File: src/rtl/count_ssd_driver.sv
// count_ssd_driver: up/down counter with sequential BCD conversion driving a 4-digit multiplexed seven-segment display
//   clk, rst (async, active-high), slow_clk (tick source), en (count enable), up (direction)
//   count (current value), an (active-low anodes, bit 0 rightmost), seg ({g..a} active-low), dp (off), bcd_busy
module count_ssd_driver #(
  parameter int REFRESH_DIV = 100_000,
  parameter bit HEX_MODE = 1'b0
) (
  input  logic       clk,
  input  logic       rst,
  input  logic       slow_clk,
  input  logic       en,
  input  logic       up,
  output logic [7:0] count,
  output logic [3:0] an,
  output logic [6:0] seg,
  output logic       dp,
  output logic       bcd_busy
);
  localparam int RW = REFRESH_DIV > 1 ? $clog2(REFRESH_DIV) : 1;
  typedef enum logic [1:0] {IDLE, SHIFT, DONE} state_t;
  state_t state_q, state_d;
  logic slow_q, tick;
  logic [7:0] count_q, count_d, src_q, src_d, bin_q, bin_d;
  logic [11:0] bcd_q, bcd_d;
  logic [3:0] bit_cnt_q, bit_cnt_d;
  logic [3:0] dig0_q, dig0_d, dig1_q, dig1_d, dig2_q, dig2_d, cur;
  logic [RW-1:0] rcnt_q, rcnt_d;
  logic [1:0] sel_q, sel_d;
  logic [3:0] an_q, an_d;
  logic [6:0] seg_q, seg_d;
  logic wrap, blank;
  function automatic logic [3:0] adj(input logic [3:0] n);
    return n >= 4'd5 ? n + 4'd3 : n;
  endfunction
  function automatic logic [6:0] decode(input logic [3:0] d);
    case (d)
      4'h0: decode = 7'b1000000;
      4'h1: decode = 7'b1111001;
      4'h2: decode = 7'b0100100;
      4'h3: decode = 7'b0110000;
      4'h4: decode = 7'b0011001;
      4'h5: decode = 7'b0010010;
      4'h6: decode = 7'b0000010;
      4'h7: decode = 7'b1111000;
      4'h8: decode = 7'b0000000;
      4'h9: decode = 7'b0010000;
      4'hA: decode = 7'b0001000;
      4'hB: decode = 7'b0000011;
      4'hC: decode = 7'b1000110;
      4'hD: decode = 7'b0100001;
      4'hE: decode = 7'b0000110;
      default: decode = 7'b0001110;
    endcase
  endfunction
  assign tick = slow_clk & ~slow_q;
  assign count_d = (tick && en) ? (up ? count_q + 8'd1 : count_q - 8'd1) : count_q;
  always_comb begin
    state_d = state_q;
    src_d = src_q;
    bin_d = bin_q;
    bcd_d = bcd_q;
    bit_cnt_d = bit_cnt_q;
    dig0_d = dig0_q;
    dig1_d = dig1_q;
    dig2_d = dig2_q;
    if (HEX_MODE) begin
      dig0_d = count_q[3:0];
      dig1_d = count_q[7:4];
      dig2_d = 4'd0;
    end else begin
      case (state_q)
        IDLE: if (count_q != src_q) begin
          src_d = count_q;
          bin_d = count_q;
          bcd_d = '0;
          bit_cnt_d = '0;
          state_d = SHIFT;
        end
        SHIFT: begin
          {bcd_d, bin_d} = {adj(bcd_q[11:8]), adj(bcd_q[7:4]), adj(bcd_q[3:0]), bin_q} << 1;
          bit_cnt_d = bit_cnt_q + 4'd1;
          state_d = bit_cnt_q == 4'd7 ? DONE : SHIFT;
        end
        DONE: begin
          dig2_d = bcd_q[11:8];
          dig1_d = bcd_q[7:4];
          dig0_d = bcd_q[3:0];
          state_d = IDLE;
        end
        default: state_d = IDLE;
      endcase
    end
  end
  assign wrap = rcnt_q == RW'(REFRESH_DIV - 1);
  assign rcnt_d = wrap ? '0 : rcnt_q + RW'(1);
  assign sel_d = wrap ? sel_q + 2'd1 : sel_q;
  assign cur = sel_q == 2'd0 ? dig0_q : sel_q == 2'd1 ? dig1_q : sel_q == 2'd2 ? dig2_q : 4'd0;
  // Leading-zero blanking: tens only blank when hundreds is blank too
  assign blank = sel_q == 2'd3
              || (sel_q == 2'd2 && (HEX_MODE || dig2_q == 4'd0))
              || (sel_q == 2'd1 && !HEX_MODE && dig2_q == 4'd0 && dig1_q == 4'd0);
  assign an_d = blank ? 4'hF : ~(4'b0001 << sel_q);
  assign seg_d = decode(cur);
  always_ff @(posedge clk or posedge rst) begin
    if (rst) begin
      slow_q <= 1'b0;
      count_q <= '0;
      state_q <= IDLE;
      src_q <= '0;
      bin_q <= '0;
      bcd_q <= '0;
      bit_cnt_q <= '0;
      dig0_q <= '0;
      dig1_q <= '0;
      dig2_q <= '0;
      rcnt_q <= '0;
      sel_q <= '0;
      an_q <= 4'b1110;
      seg_q <= 7'b1000000;
    end else begin
      slow_q <= slow_clk;
      count_q <= count_d;
      state_q <= state_d;
      src_q <= src_d;
      bin_q <= bin_d;
      bcd_q <= bcd_d;
      bit_cnt_q <= bit_cnt_d;
      dig0_q <= dig0_d;
      dig1_q <= dig1_d;
      dig2_q <= dig2_d;
      rcnt_q <= rcnt_d;
      sel_q <= sel_d;
      an_q <= an_d;
      seg_q <= seg_d;
    end
  end
  assign count = count_q;
  assign an = an_q;
  assign seg = seg_q;
  assign dp = 1'b1;
  assign bcd_busy = !HEX_MODE && state_q != IDLE;
endmodule

File: config.mk
export PLATFORM = sky130hd
export DESIGN_NAME = count_ssd_driver
export DESIGN_NICKNAME = d
export VERILOG_FILES = /design/src/rtl/count_ssd_driver.sv
export SDC_FILE = /design/constraint.sdc
export NUM_CORES = 1
export LEC_CHECK = 0
export CORE_MARGIN = 2
export CORE_UTILIZATION = 35
export CTS_CLUSTER_DIAMETER = 30
export CTS_CLUSTER_SIZE = 12
export DETAILED_ROUTE_END_ITERATION = 8
export GPL_TIMING_DRIVEN = 0
export SLEW_MARGIN = 10
export SYNTH_ARGS = -nofsm -noshare
export SYNTH_HDL_FRONTEND = slang
export SYNTH_SLANG_ARGS = --single-unit
File: constraint.sdc
create_clock -name clk -period 3.6 [get_ports clk]
set_input_delay 1.08 -clock clk [delete_from_list [all_inputs] [get_ports clk]]
set_output_delay 1.08 -clock clk [all_outputs]
set_load 0.01 [all_outputs]
### Word level (Yosys, flattened, before mapping)

Memories as Yosys holds them, arrays and structs flattened. A register that Yosys moved wholly into a read port is not among the register bits.
Cells that the tools add are included.

| word-level totals | value |
|---|---|
| output and inout port bits | 21 |
| logic and storage cells | 70 |
| memory bits (read-only) | 112 |
| memories | 1 |
| register bits | 78 |

| operators by class | value |
|---|---|
| add/sub/neg operators | 8 |
| equal/unequal tests | 9 |
| bitwise gates (word level) | 3 |
| reduce and logical (&&, ||, !) cells | 14 |
| shifts and indexed selects | 1 |
| multiplexer cells | 18 |
| order comparisons | 3 |

Memories:

| name | words | bits a word | read ports | clocked after Yosys merged registers in | write ports | line | source |
|---|---|---|---|---|---|---|---|
| (no name shown) | 16 | 7 | 1 | 1 | 0 | 36 | `case (d)` |

Operator list:

| kind | count |
|---|---|
| $mux 4 | 7 |
| $pmux 12 s2 | 1 |
| $add 17x1->17 const B | 1 |
| $eq 17x17->1 const B | 1 |
| $mux 17 | 1 |
| $mux 8 | 2 |
| $pmux 8 s2 | 1 |
| $ge 4x3->1 const B | 3 |
| $mux 12 | 1 |
| $add 4x2->4 const B | 2 |
| $add 8x1->8 const B | 1 |
| $logic_not 4->1 | 2 |
| $ne 8x8->1 | 1 |
| $pmux 4 s2 | 1 |
| $sub 8x1->8 const B | 1 |
| $eq 2x2->1 const B | 3 |
| $add 4x1->4 const B | 1 |
| $eq 2x1->1 const B | 2 |
| $eq 4x3->1 const B | 1 |
| $logic_and 1x1->1 | 4 |
| $logic_not 2->1 | 2 |
| $mux 2 | 2 |
| $not 4->4 | 1 |
| $pmux 2 s2 | 1 |
| other kinds (10) | 13 |

### Logic depth before layout (Yosys ltp)

Gate-level depths: netlist of run 1.

| logic depth | value |
|---|---|
| depth in word-level cells | 5 |
| depth in mapped cells | 11 |

### Worst setup path after synthesis of run 1

Ideal clock, no wire load.

| path | value |
|---|---|
| path type | input to register |
| start | input up |
| end | register count_q[6], in the netlist count[6] |
| path slack | 0.746 ns |
| cell stages on the path | 7 |
| setup time | 0.069 ns |
| data arrival time | 2.785 ns |
| required time | 3.531 ns |
| cells stage by stage | inv_1 -> fa_1 -> a21o_1 -> a21oi_1 -> o21bai_1 -> or4b_2 -> nand3_1 |

| on the way | value |
|---|---|
| cells in the longest elaborated chain, start to end | 1 |

RTL lines:

| element | line | source |
|---|---|---|
| start, declared | 12 | `input logic up,` |
| $mux 8 | 56 | `assign count_d = (tick && en) ? (up ? count_q + 8'd1 : count_q - 8'd1) : count_q;` |
| end signal, assigned | 122 | `count_q <= count_d;` |
| end, declared | 23 | `logic [7:0] count_q, count_d, src_q, src_d, bin_q, bin_d;` |

No other way between the ends.
A chain may end at the register's enable or synchronous reset.

### Final worst setup path of run 1

Same ends and word-level chain as after synthesis.

==> flow_results.org, run 1 <==
** Status
- The run finished with clean final reports.

** STA
- Measured against its own limit, the worst slew margin works out to between 50% and 60%.
- Maximum clock frequency :: 305 MHz
- Slew at the pin closest to its max-slew limit :: 0.715 ns
- The clock period could shrink to between 3 and 4 ns.
- Setup repair after global routing left no endpoint under its margin.
- Hold is met by 0.481 ns.
- Share of the clock period used by the worst path :: 91.1%
- Clk_skew :: 0.00915 ns
- Setup violations remaining at the end of the flow were counted as 0.
- Final Max Slew Viols :: 0
- The number of hold violations in the final report was 0.

** Cells and area
- Leaving out fill and tap cells, the most frequent cell in the layout is sky130_fd_sc_hd__dfrtp_1.
- Post-route cell area :: 5050 µm²
- Post-Route Utilization :: 42.0%
- Area overhead of the layout relative to synthesis :: 17.7%
- Net count, final :: 485
- Diodes inserted :: 0
- The library cells used most frequently in the layout, excluding fill and tap cells, are sky130_fd_sc_hd__dfrtp_1 (81), sky130_fd_sc_hd__nand2_1 (39), sky130_fd_sc_hd__nor2_1 (27), sky130_fd_sc_hd__o21ai_0 (27).
- Fill cell total of the finished layout :: 1,155
- In the final layout, the share of cells above drive strength 1 is 8.26%.

** Clock tree
- No sink is reached through more buffers than the 2 on the longest clock path.
- Clock tree synthesis selected as its root buffer the cell sky130_fd_sc_hd__clkbuf_16.
- Hold repair after CTS inserted 0 buffers.
- TritonCTS built the clock tree.
- Clk Latency, worst-skew pair :: 0.33 ns
- Number of buffers created by CTS :: 9
- Post-CTS timing repair inserted 0 buffers for setup.
- Counting every sink on the clock net gives 85.
- After clock tree synthesis, the clock-pin slew on the worst setup and hold paths is about 0.06 ns.
- After clock tree synthesis, the repair step resized 0 gates.
- CTS HTree Levels :: 3

** Yosys
- For this run, asynchronously set or reset flops after synthesis account for 100%.
- Summing every instance area after synthesis gives roughly 4300 µm².
- Count of unique library cells instantiated by Yosys :: 52
- Area share of the largest cell type after synthesis :: a little under half
- In the synthesized netlist the dominant register cell turns out to be sky130_fd_sc_hd__dfrtp_1.
- sky130_fd_sc_hd__dfrtp_1 takes more of the synthesized area than any other cell.
- Syn. warnings :: 0
- Sorting the synthesized cells by area gives the leading types as sky130_fd_sc_hd__dfrtp_1 (47%), sky130_fd_sc_hd__ha_1 (7.0%), sky130_fd_sc_hd__xor2_1 (3.5%).
- Number of flops mapped to enable cells by yosys :: 0
- Counting flops and latches in the post-synthesis netlist gives 85.
- The share of the Yosys chip area taken by registers is 49.7%.
- Mean post-synth cell area :: 10.3 µm²
- Synthesis handed over a netlist of 418 instances.

** Setup path
- Arrival time reported for the critical path endpoint :: 3.55 ns
- End of the worst register-to-register path :: seg[3]$_DFF_PP0_
- Required time of the critical path :: 3.87 ns
- In this run the worst setup path begins at up.
- Worst setup endpoint :: count[6]$_DFFE_PP0P_
- The worst setup path is captured at a flip-flop.
- The critical path is of the input port to flip-flop type.
- The startpoint identified for the worst register-to-register timing path is sel_q[1]$_DFFE_PP0N_.
- Startpoint type of the worst setup path :: input port
- Internal reg-to-reg setup slack :: 1.20 ns
- Worst r2r path cells :: 11
- In this run the worst path has a maximum fanout of 7.

** Power
- Leakage power of the design :: between 2 and 2.5 nW
- The share of total power dissipated in sequential elements is 38.2%.
- Power per Cell Area :: a little under 800 nW/µm²
- Of the total power, the share spent switching nets is 36.3%.
- The internal portion of the total power is 2.52 mW.
- Of the total power, combinational logic draws between 30% and 40%.
- The worst-case IR drop observed on VDD is 0.000353 V.
- In this run, the clock network consumes 23.9% of the power.
- Switching power of the nets :: 1.44 mW

** GRT
- Summed over all layers, the global routing overflow is 0.
- Entering global routing, the biggest net connects 46 pins.
- Gr usage total :: 13.9%
- The via count of the first global-routing pass came to 3,140.
- Wire length of the first global-routing pass :: 14,800 µm
- Initial antenna violation count :: 0

** Hold path
- Type of the tightest min-delay check :: flip-flop to flip-flop

** Placement
- The placed instances occupy a cell area of 4740 µm².
- The congestion estimate from routability-driven global placement came to between 0.7 and 0.8.
- The wire-length estimate of the detail-placed layout is 5780 µm.
- Buffers placed on the I/O ports in this run total 24.

** Floorplan
- The region available for standard cell placement spans 12,000 µm².
- Starting utilization of the core area :: a little over a third
- From left edge to right edge, the die measures 115 µm.
- Number of top-level design ports :: 26
- Row generation in the floorplan step produced 40 rows.
- Measured along the y axis, the die boundary spans 115 µm.
- Die outline area :: around 13,000 µm²

** Drt
- Summed over all layers, the routed wires come to 8130 µm.
- The first detailed-routing pass ran for 4 iterations.
- Final antenna-violating net count :: 0
- Number of remaining DRC errors :: 0
- In the final routed layout, each cell accounts on average for 13.4 µm.
- The detailed router finished its first iteration with 163 violations.
- Via Count :: 3,063
- In the routed layout, each cell is associated on average with a via count of 5.05.

** Job
- The tool flagged a number of max-cap violations equal to 0.
[worst min path at each step]
stage	slack, ns	startpoint	cells past startpoint	to
global route	0.51	bin_q[7]$_DFFE_PP0P_	2	bcd_q[0]$_DFFE_PP0P_
detailed placement	0.48	bin_q[7]$_DFFE_PP0P_	2	bcd_q[0]$_DFFE_PP0P_
finish	0.48	bin_q[7]$_DFFE_PP0P_	2	bcd_q[0]$_DFFE_PP0P_
floorplan	0.44	bin_q[7]$_DFFE_PP0P_	2	bcd_q[0]$_DFFE_PP0P_
CTS	0.49	bin_q[7]$_DFFE_PP0P_	2	bcd_q[0]$_DFFE_PP0P_
global placement	0.47	bin_q[7]$_DFFE_PP0P_	2	bcd_q[0]$_DFFE_PP0P_
[state kept, by name (all words and copies together), names as in the netlist]
name and cells:
bit_cnt_q 4, bcd_q 12, src_q 8, dig2_q 4
seg 7, dig1_q 4, bin_q 8, an 4
state_q 2, rcnt_q 17, dig0_q 4, sel_q 2
slow_q 1, count 8
[layout make-up]
cell class	instances	area [µm²]	area share (%)
Inverter	22	85.1	1.69
Sequential cell	85	2130	42.2
Multi-Input combinational cell	296	2010	39.8
Clock buffer	10	239	4.73
Tap cell	147	184	3.64
Timing Repair Buffer	25	260	5.15
Clock inverter	6	68.8	1.36
Buffer	16	71.3	1.41
[power groups by stage]
stage | clock network [mW] | registers [mW] | logic (mW)
after floorplan | 0 | 1.49 | 1.07
after global placement | 0 | 1.52 | 1.46
after detailed placement | 0 | 1.53 | 1.51
after CTS | 0.971 | 1.51 | 1.52
after global routing | 1.01 | 1.57 | 1.70
final | 0.947 | 1.51 | 1.50
[cell usage after synthesis (all sizes together), types with 2 or more instances]
library cell  count
a211oi            2
a21o              9
a21oi            18
a221o             8
a31o              2
a31oi             4
and2              4
and3              3
and4              2
buf               3
clkbuf           13
dfrtp            81
dfstp             4
ha               24
inv              22
mux2              9
mux2i             2
nand2            39
nand2b            6
nand3            22
nand3b            3
nand4             4
nor2             27
nor2b             5
nor3              5
nor3b             4
nor4              3
nor4b             4
o21a              3
o21ai            27
o21bai            3
o22ai             3
o32ai             2
or4b              4
xnor2            16
xor2             17
[worst max-delay path, stage by stage]
cell and delay, ns:
sky130_fd_sc_hd__clkdlybuf4s50_1 0.54, sky130_fd_sc_hd__inv_1 0.17, sky130_fd_sc_hd__fa_1 0.49, sky130_fd_sc_hd__a21o_1 0.19
sky130_fd_sc_hd__a21oi_1 0.23, sky130_fd_sc_hd__o21bai_1 0.13, sky130_fd_sc_hd__or4b_2 0.62, sky130_fd_sc_hd__nand3_1 0.10
[metrics by stage]
stage                     setup slack (ns)  total power, mW  TNS [ns]  instances
after floorplan                      0.333             2.56         0        419
after global placement              -0.969             2.98    -78.63        590
after detailed placement          -0.00842             3.04  -0.00842        591
after CTS                            0.342             4.00         0        607
after global routing                 0.228             4.29         0        607
final                                0.322             3.96         0        607
[per-layer routing]
layer | global-route usage [%] | wire [µm]
met1 | 18.5 | 3870
met4 | 4.18 | 129
met5 | 0 | 0
met2 | 23.3 | 3910
met3 | 2.75 | 218
[kinds of logic after synthesis]
family,share of synthesized area (%)
DFF,49.7
and+or+nand+nor,16.5
adders and majority gates,7.47
muxes,2.83
other,0.0874
AOI/OAI and AO/OA,13.1
buffers and inverters,3.59
xor gates and xnor gates,6.74
Power figures use the tool's default switching activity.
==> inputs of run 2 (changes only) <==
clock period = 3 ns   (was 3.6 ns; I/O delays follow)
==> flow_results.org, run 2 (synthesis results as in run 1) <==
** Drt
- Drt initial violations :: 171 (was 163)
- Via Count :: 3,121 (was 3,063)
- Average wire per standard cell :: 13.7 µm (was 13.4 µm)
- Number of iterations in the first detailed-routing pass :: 4 (unchanged)
- The number of antenna-violating nets in the routed design was 0 (unchanged).
- Post-Route WL :: 8350 µm (was 8130 µm)
- Number of remaining DRC errors :: 0 (unchanged)
- The post-detailed-route via-to-cell ratio is 5.13 (was 5.05).

** Setup path
- Path type of the worst setup path :: input port to flip-flop (unchanged)
- The critical path launch point type is an input port (unchanged).
- Internal reg-to-reg setup slack :: 0.55 ns (was 1.20 ns)
- The reg-to-reg startpoint was sel_q[1]$_DFFE_PP0N_ (unchanged).
- Endpoint kind of the worst setup timing path :: flip-flop (unchanged)
- The path depth of the worst reg2reg path was 11 (unchanged).
- The maximum fanout along the worst path was 7 (unchanged).
- Required time of the critical path :: 3.27 ns (was 3.87 ns)
- End of the worst register-to-register path :: seg[5]$_DFF_PP0_ (was seg[3]$_DFF_PP0_)
- The arrival time at the worst endpoint was 2.88 ns (was 3.55 ns).

** STA
- The final-report setup violation count was 0 (unchanged).
- Dividing the final minimum period by the clock period gives 86.9%.
- The final-report max-slew violation count came to 0 (unchanged).
- The number of hold violations in the final report was 0 (unchanged).
- Setup repair after global routing missed its margin: no (unchanged).
- Rel. slew slack :: 49.2% (was 52.1%)
- The accumulated negative setup slack is 0 ns (unchanged).
- Maximum clock frequency :: 383 MHz
- Slew at the pin closest to its max-slew limit :: 0.758 ns (was 0.715 ns)
- Post-route minimum period :: 2.61 ns
- The worst-case clock skew is 0.00757 ns (was 0.00915 ns).

** Cells and area
- Post-route cell area :: 5030 µm² (was 5050 µm²)
- The register with the highest flop count is rcnt_q (unchanged).
- Layout cell share with drive strength beyond 1 :: 8.03% (was 8.26%)
- The layout net count was 486 (was 485).
- The combined area of the multi-input logic cells was 2010 µm² (about the same).
- The number of flip-flops under the largest register name is 17 (unchanged).
- The number of inserted diodes is 0 (unchanged).
- The area used by sequential logic in the layout came to 2130 µm² (unchanged).
- Fill cell total of the finished layout :: 1,157 (was 1,155)
- Commonest non-fill, non-tap cells in the layout: sky130_fd_sc_hd__dfrtp_1 (81), sky130_fd_sc_hd__nand2_1 (39), sky130_fd_sc_hd__nor2_1 (27), sky130_fd_sc_hd__o21ai_0 (27), sky130_fd_sc_hd__ha_1 (24) (was sky130_fd_sc_hd__dfrtp_1 (81), sky130_fd_sc_hd__nand2_1 (39), sky130_fd_sc_hd__nor2_1 (27), sky130_fd_sc_hd__o21ai_0 (27)).
- Largest registers ranked by flip-flop count: rcnt_q x17, bcd_q x12 (unchanged).
- The most common cell after layout, fill and taps aside was sky130_fd_sc_hd__dfrtp_1 (unchanged).
- Number of non-filler instances in the completed layout :: 608 (was 607)
- The area added between synthesis and finish came to 17.3% (was 17.7%).

** Floorplan
- Starting utilization of the core area :: 35.7% (unchanged)
- Die Y :: 115 µm (unchanged)
- Number of rows created at floorplan :: 40 (unchanged)
- The total core area is 12,000 µm² (unchanged).
- The die width came to 115 µm (unchanged).
- The top-level port count is 26 (unchanged).
- The total die area is 13,200 µm² (unchanged).

** GRT
- The global-route usage over all layers was 14.3% (was 13.9%).
- Wire length of the first global-routing pass :: 15,000 µm (was 14,800 µm)
- Largest net degree at the start of global routing :: 36 (was 46)
- The global route total overflow is 0 (unchanged).
- Initial antenna violation count :: 0 (unchanged)
- The via count of the first global-routing pass came to 3,169 (was 3,140).

** Clock tree
- The CTS H-tree depth was 3 (unchanged).
- The TritonCTS clock tree is built (unchanged).
- The total setup buffers inserted after CTS is 0 (unchanged).
- The total clock sinks was 85 (unchanged).
- Clock tree buffer depth :: 2 (unchanged)
- Clock root cell :: sky130_fd_sc_hd__clkbuf_16 (unchanged)
- The clock-pin transition on the worst setup and hold timing paths was 0.06 ns (about the same).
- Number of buffers created by CTS :: 9 (unchanged)
- Clk Latency, worst-skew pair :: 0.34 ns (was 0.33 ns)

** Hold path
- The worst hold endpoint is bcd_q[0]$_DFFE_PP0P_ (unchanged).
- The worst min-delay path class is flip-flop to flip-flop (unchanged).
- Cells on Worst Hold Path :: 2 (unchanged)
- The beginning of the worst hold path is bin_q[7]$_DFFE_PP0P_ (unchanged).

** Placement
- The HPWL after detailed placement came to 5870 µm (was 5780 µm).
- Number of port buffers :: 24 (unchanged)
- Post-Place Cells :: 592 (was 591)
- Final weighted congestion of routability-driven global placement :: 0.779 (was 0.780)
- Total cell area at the placement stage :: 4760 µm² (was 4740 µm²)

** Power
- Overall power after layout :: 4.63 mW (was 3.96 mW)
- Leakage power of the design :: 2.30 nW (about the same)
- Power per Cell Area :: 920 nW/µm² (was 784 nW/µm²)
- The maximum vdd ir drop is 0.000438 V (was 0.000353 V).

** Status
- Result of the run: completed (unchanged).

** Job
- The reported max-cap violation count came to 0 (unchanged).
==> run 2: timing repair <==
item / in CTS / in global routing
gates resized for setup: 2 / 1
pin swaps: 0 / 0
endpoints found under the setup margin: 1 / 1
hold buffers: 0 / 0
==> run 2: metal layers <==
metal  routed length (µm)  GRT usage, %
met5                    0             0
met4                  165          6.59
met3                  257          2.75
met2                 3970          22.7
met1                 3950          19.0
==> run 2: worst max-delay path by stage <==
stage	start	endpoint	cells past startpoint
6_report	up	count[6]$_DFFE_PP0P_	8
5_1_grt	up	count[6]$_DFFE_PP0P_	8
4_1_cts	up	count[6]$_DFFE_PP0P_	8
3_5_place_dp	up	count[6]$_DFFE_PP0P_	8
3_3_place_gp	up	count[6]$_DFFE_PP0P_	8
2_1_floorplan	up	count[6]$_DFFE_PP0P_	7
==> run 2: critical path: stages <==
cell and delay [ns]:
sky130_fd_sc_hd__dlymetal6s2s_1 0.18, sky130_fd_sc_hd__inv_2 0.13, sky130_fd_sc_hd__fa_1 0.46, sky130_fd_sc_hd__a21o_1 0.21
sky130_fd_sc_hd__a21oi_2 0.16, sky130_fd_sc_hd__o21bai_1 0.12, sky130_fd_sc_hd__or4b_2 0.61, sky130_fd_sc_hd__nand3_1 0.10
==> run 2: area by class of cell <==
type | count | share of cell area, %
sequential | 85 | 42.4
buffer | 16 | 1.42
timing repair buffer | 26 | 5.62
clock inverter | 2 | 0.199
clock buffer | 14 | 5.05
inverter | 22 | 1.72
multi-input combinational | 296 | 40.0
tap | 147 | 3.65
==> run 2: through the flow <==
step           utilization, %  worst slack [ns]  hold slack (ns)
2_1_floorplan               -             0.326            0.440
3_3_place_gp             39.3            -0.384            0.471
3_5_place_dp             39.6            -0.416            0.471
4_1_cts                  41.9            0.0469            0.480
5_1_grt                  41.9             0.277            0.510
6_report                 41.9             0.392            0.474
==> run 2: power by group <==
group | switching [mW] | internal [mW] | leakage [nW]
sequential | 0.313 | 1.51 | 1.09
combinational | 0.950 | 0.853 | 1.08
clock | 0.427 | 0.582 | 0.131
==> inputs of run 3 (changes only) <==
CAP_MARGIN = 20   (was not set)
CORE_UTILIZATION = 54   (was 35)
GPL_ROUTABILITY_DRIVEN = 1   (was not set)
PLACE_DENSITY = 0.76   (was not set)
==> flow_results.org, run 3 (synthesis results as in run 1) <==
** Status
- Result of the run: completed (unchanged).

** Clock tree
- Clock root cell :: sky130_fd_sc_hd__clkbuf_8 (was sky130_fd_sc_hd__clkbuf_16)
- Clk slew on worst S/H paths :: 0.08 ns (was 0.06 ns)
- The CTS buffer count came to 9 (unchanged).
- Clock tree buffer depth :: 2 (unchanged)
- CTS tree :: built (unchanged)
- Clk Latency, worst-skew pair :: 0.35 ns (was 0.34 ns)
- The CTS H-tree depth was 3 (unchanged).
- Number of buffers inserted to repair setup after CTS :: 0 (unchanged)
- The hold buffer count at CTS was 0 (unchanged).
- Clk sink count :: 85 (unchanged)

** STA
- The accumulated negative setup slack came to 0 ns (unchanged).
- The worst slew slack as a fraction of its limit is 49.6% (was 49.2%).
- Hold Fails Final Rpt :: 0 (unchanged)
- The worst-case clock skew is 0.00687 ns (was 0.00757 ns).
- The measured slew at the worst slew-check pin came to 0.753 ns (was 0.758 ns).
- The final period utilization was 88.2% (was 86.9%).
- The final-report setup violation count is 0 (unchanged).
- The final-report max-slew violation count was 0 (unchanged).
- Setup repair after global routing missed its margin: no (unchanged).
- Post-route minimum period :: 2.65 ns (was 2.61 ns)
- Maximum clock frequency :: 378 MHz (was 383 MHz)

** Setup path
- CP delay by family, top :: simple AND/OR/NAND/NOR gates (unchanged)
- The nature of the critical path endpoint was a flip-flop (unchanged).
- The combined buffer and inverter count along the critical path was 2 (unchanged).
- Startpoint type of the worst setup path :: input port (unchanged)
- The standard cell with the maximum stage delay on the critical path is sky130_fd_sc_hd__or4b_2 (unchanged).
- The critical path start-end classification is input port to flip-flop (unchanged).
- Arrival time reported for the critical path endpoint :: 2.93 ns (was 2.88 ns)
- Cells along the critical path: dlymetal6s2s_1 -> inv_2 -> fa_1 -> a21o_1 -> a21oi_1 -> o21bai_1 -> or4b_2 -> nand3_1 (was dlymetal6s2s_1 -> inv_2 -> fa_1 -> a21o_1 -> a21oi_2 -> o21bai_1 -> or4b_2 -> nand3_1).
- The largest incremental delay on the critical path was 0.63 ns (was 0.61 ns).
- Required time of the critical path :: 3.29 ns (was 3.27 ns)
- The maximum fanout along the worst path was 7 (unchanged).

** Drt
- Drt initial violations :: 137 (was 171)
- The average wire per standard cell is 13.9 µm (was 13.7 µm).
- The sum of routed wire length over all layers is 7840 µm (was 8350 µm).
- Ratio of routed vias to standard cells :: 5.50 (was 5.13)
- The number of vias in the routed layout came to 3,098 (was 3,121).
- The number of iterations in the first detailed-routing pass came to 4 (unchanged).
- The number of remaining DRC errors is 0 (unchanged).
- The number of antenna-violating nets in the routed design came to 0 (unchanged).

** GRT
- The initial antenna violation count is 0 (unchanged).
- Wire length of the first global-routing pass :: 13,800 µm (was 15,000 µm)
- Number of global-route vias before repair :: 3,055 (was 3,169)
- Congestion Overflow GR :: 0 (unchanged)
- Gr usage total :: 19.9% (was 14.3%)
- The pin count of the biggest net entering global routing was 39 (was 36).

** Cells and area
- The number of flip-flops under the largest register name was 17 (unchanged).
- The layout net count came to 486 (unchanged).
- The finished layout cell area is 4910 µm² (was 5030 µm²).
- The most common cell after layout, fill and taps aside was sky130_fd_sc_hd__dfrtp_1 (unchanged).
- Fill cell total of the finished layout :: 631 (was 1,157)
- Area of the multi-input gates :: 2010 µm² (about the same)
- Commonest non-fill, non-tap cells in the layout :: sky130_fd_sc_hd__dfrtp_1 (81), sky130_fd_sc_hd__nand2_1 (39), sky130_fd_sc_hd__nor2_1 (27), sky130_fd_sc_hd__o21ai_0 (27), sky130_fd_sc_hd__ha_1 (24) (unchanged)
- Largest registers ranked by flip-flop count: rcnt_q x17, bcd_q x12 (unchanged).
- Area overhead of the layout relative to synthesis :: 14.5% (was 17.3%)
- The number of inserted diodes was 0 (unchanged).
- Layout cell share with drive strength beyond 1 :: 8.68% (was 8.03%)
- The area used by sequential logic in the layout was 2130 µm² (unchanged).
- The register with the highest flop count is rcnt_q (unchanged).

** Placement
- Total cell area at the placement stage :: 4710 µm² (was 4760 µm²)
- The HPWL after detailed placement is 5660 µm (was 5870 µm).
- The routability congestion estimate is 0.813 (was 0.779).
- Number of port buffers :: 24 (unchanged)

** Floorplan
- The placement row count is 32 (was 40).
- The top-level port count came to 26 (unchanged).
- The die width is 93.1 µm (was 115 µm).
- The total die area came to 8670 µm² (was 13,200 µm²).
- Starting utilization of the core area :: 55.5% (was 35.7%)
- Die Y :: 93.1 µm (was 115 µm)
- Core box area :: 7730 µm² (was 12,000 µm²)

** Power
- Maximum ir drop on the vdd rail :: 0.000520 V (was 0.000438 V)
- Power per Cell Area :: 905 nW/µm² (was 920 nW/µm²)
- Leakage power of the design :: 2.27 nW (was 2.30 nW)

** Hold path
- The worst min-delay path class was flip-flop to flip-flop (unchanged).

** Job
- Max_cap viols :: 0 (unchanged)
run 3: changes by cell type in the layout (fill, tap and decap cells not counted), moves of 2 or more:
cell	delta
sky130_fd_sc_hd__clkbuf_16	-9
sky130_fd_sc_hd__clkbuf_8	+8
sky130_fd_sc_hd__clkinv_2	-2
sky130_fd_sc_hd__clkinv_4	+2
sky130_fd_sc_hd__clkbuf_1	-4
sky130_fd_sc_hd__inv_6	+3
run 3: power breakdown:
| group | internal (mW) | switching (mW) | leakage [nW] |
|---|---|---|---|
| combinational | 0.851 | 0.939 | 1.08 |
| clock | 0.396 | 0.434 | 0.101 |
| sequential | 1.50 | 0.322 | 1.09 |
run 3: area by class of cell:
class	count	area share, %
Sequential cell	85	43.4
Multi-Input combinational cell	296	40.9
Timing Repair Buffer	26	5.76
Tap cell	102	2.60
Clock buffer	9	2.52
Inverter	22	1.76
Clock inverter	7	1.66
Buffer	16	1.45
run 3: what timing repair did:
action,4_1_cts,5_1_grt
gates resized for setup,1,1
setup endpoints to repair,1,1
endpoints found under the hold margin,0,0
run 3: worst paths after layout:
check,start,to,slack [ns],cells past startpoint
worst max register to register,sel_q[1]$_DFFE_PP0N_,seg[3]$_DFF_PP0_,0.56,11
worst max-delay path,up,count[6]$_DFFE_PP0P_,0.35,8
worst min-delay path,bin_q[7]$_DFFE_PP0P_,bcd_q[0]$_DFFE_PP0P_,0.49,2
worst min register to register,bin_q[7]$_DFFE_PP0P_,bcd_q[0]$_DFFE_PP0P_,0.49,2
max in group asynchronous,rst,count[6]$_DFFE_PP0P_,1.36,4
min in group asynchronous,rst,bit_cnt_q[1]$_DFFE_PP0P_,0.90,2
run 3: metal layers:
metal  track usage [%]  vias to the layer above  share of wire (%)
met3              4.11                        7                2.6
met1              27.6                     1515                 48
li1                  -                     1532                  -
met2              31.7                       44                 48
met4              6.50                        0                1.3
met5                 0                        -                  0
run 3: stage by stage:
step	total power [mW]	std cells	utilization [%]	hold WS (ns)	setup WS (ns)
after floorplan	3.07	419	-	0.440	0.326
after global placement	3.55	545	60.4	0.468	-0.375
after detailed placement	3.64	547	60.9	0.474	-0.412
after CTS	4.48	563	63.6	0.493	0.0117
after global routing	4.82	563	63.6	0.518	0.299
final	4.45	563	63.6	0.490	0.353
run 3: worst min-delay path: cells and delay by family (launching register included):
| family | cells | cell delay, ns |
|---|---|---|
| and+or+nand+nor | 2 | 0.10 |
| DFF | 1 | 0.36 |
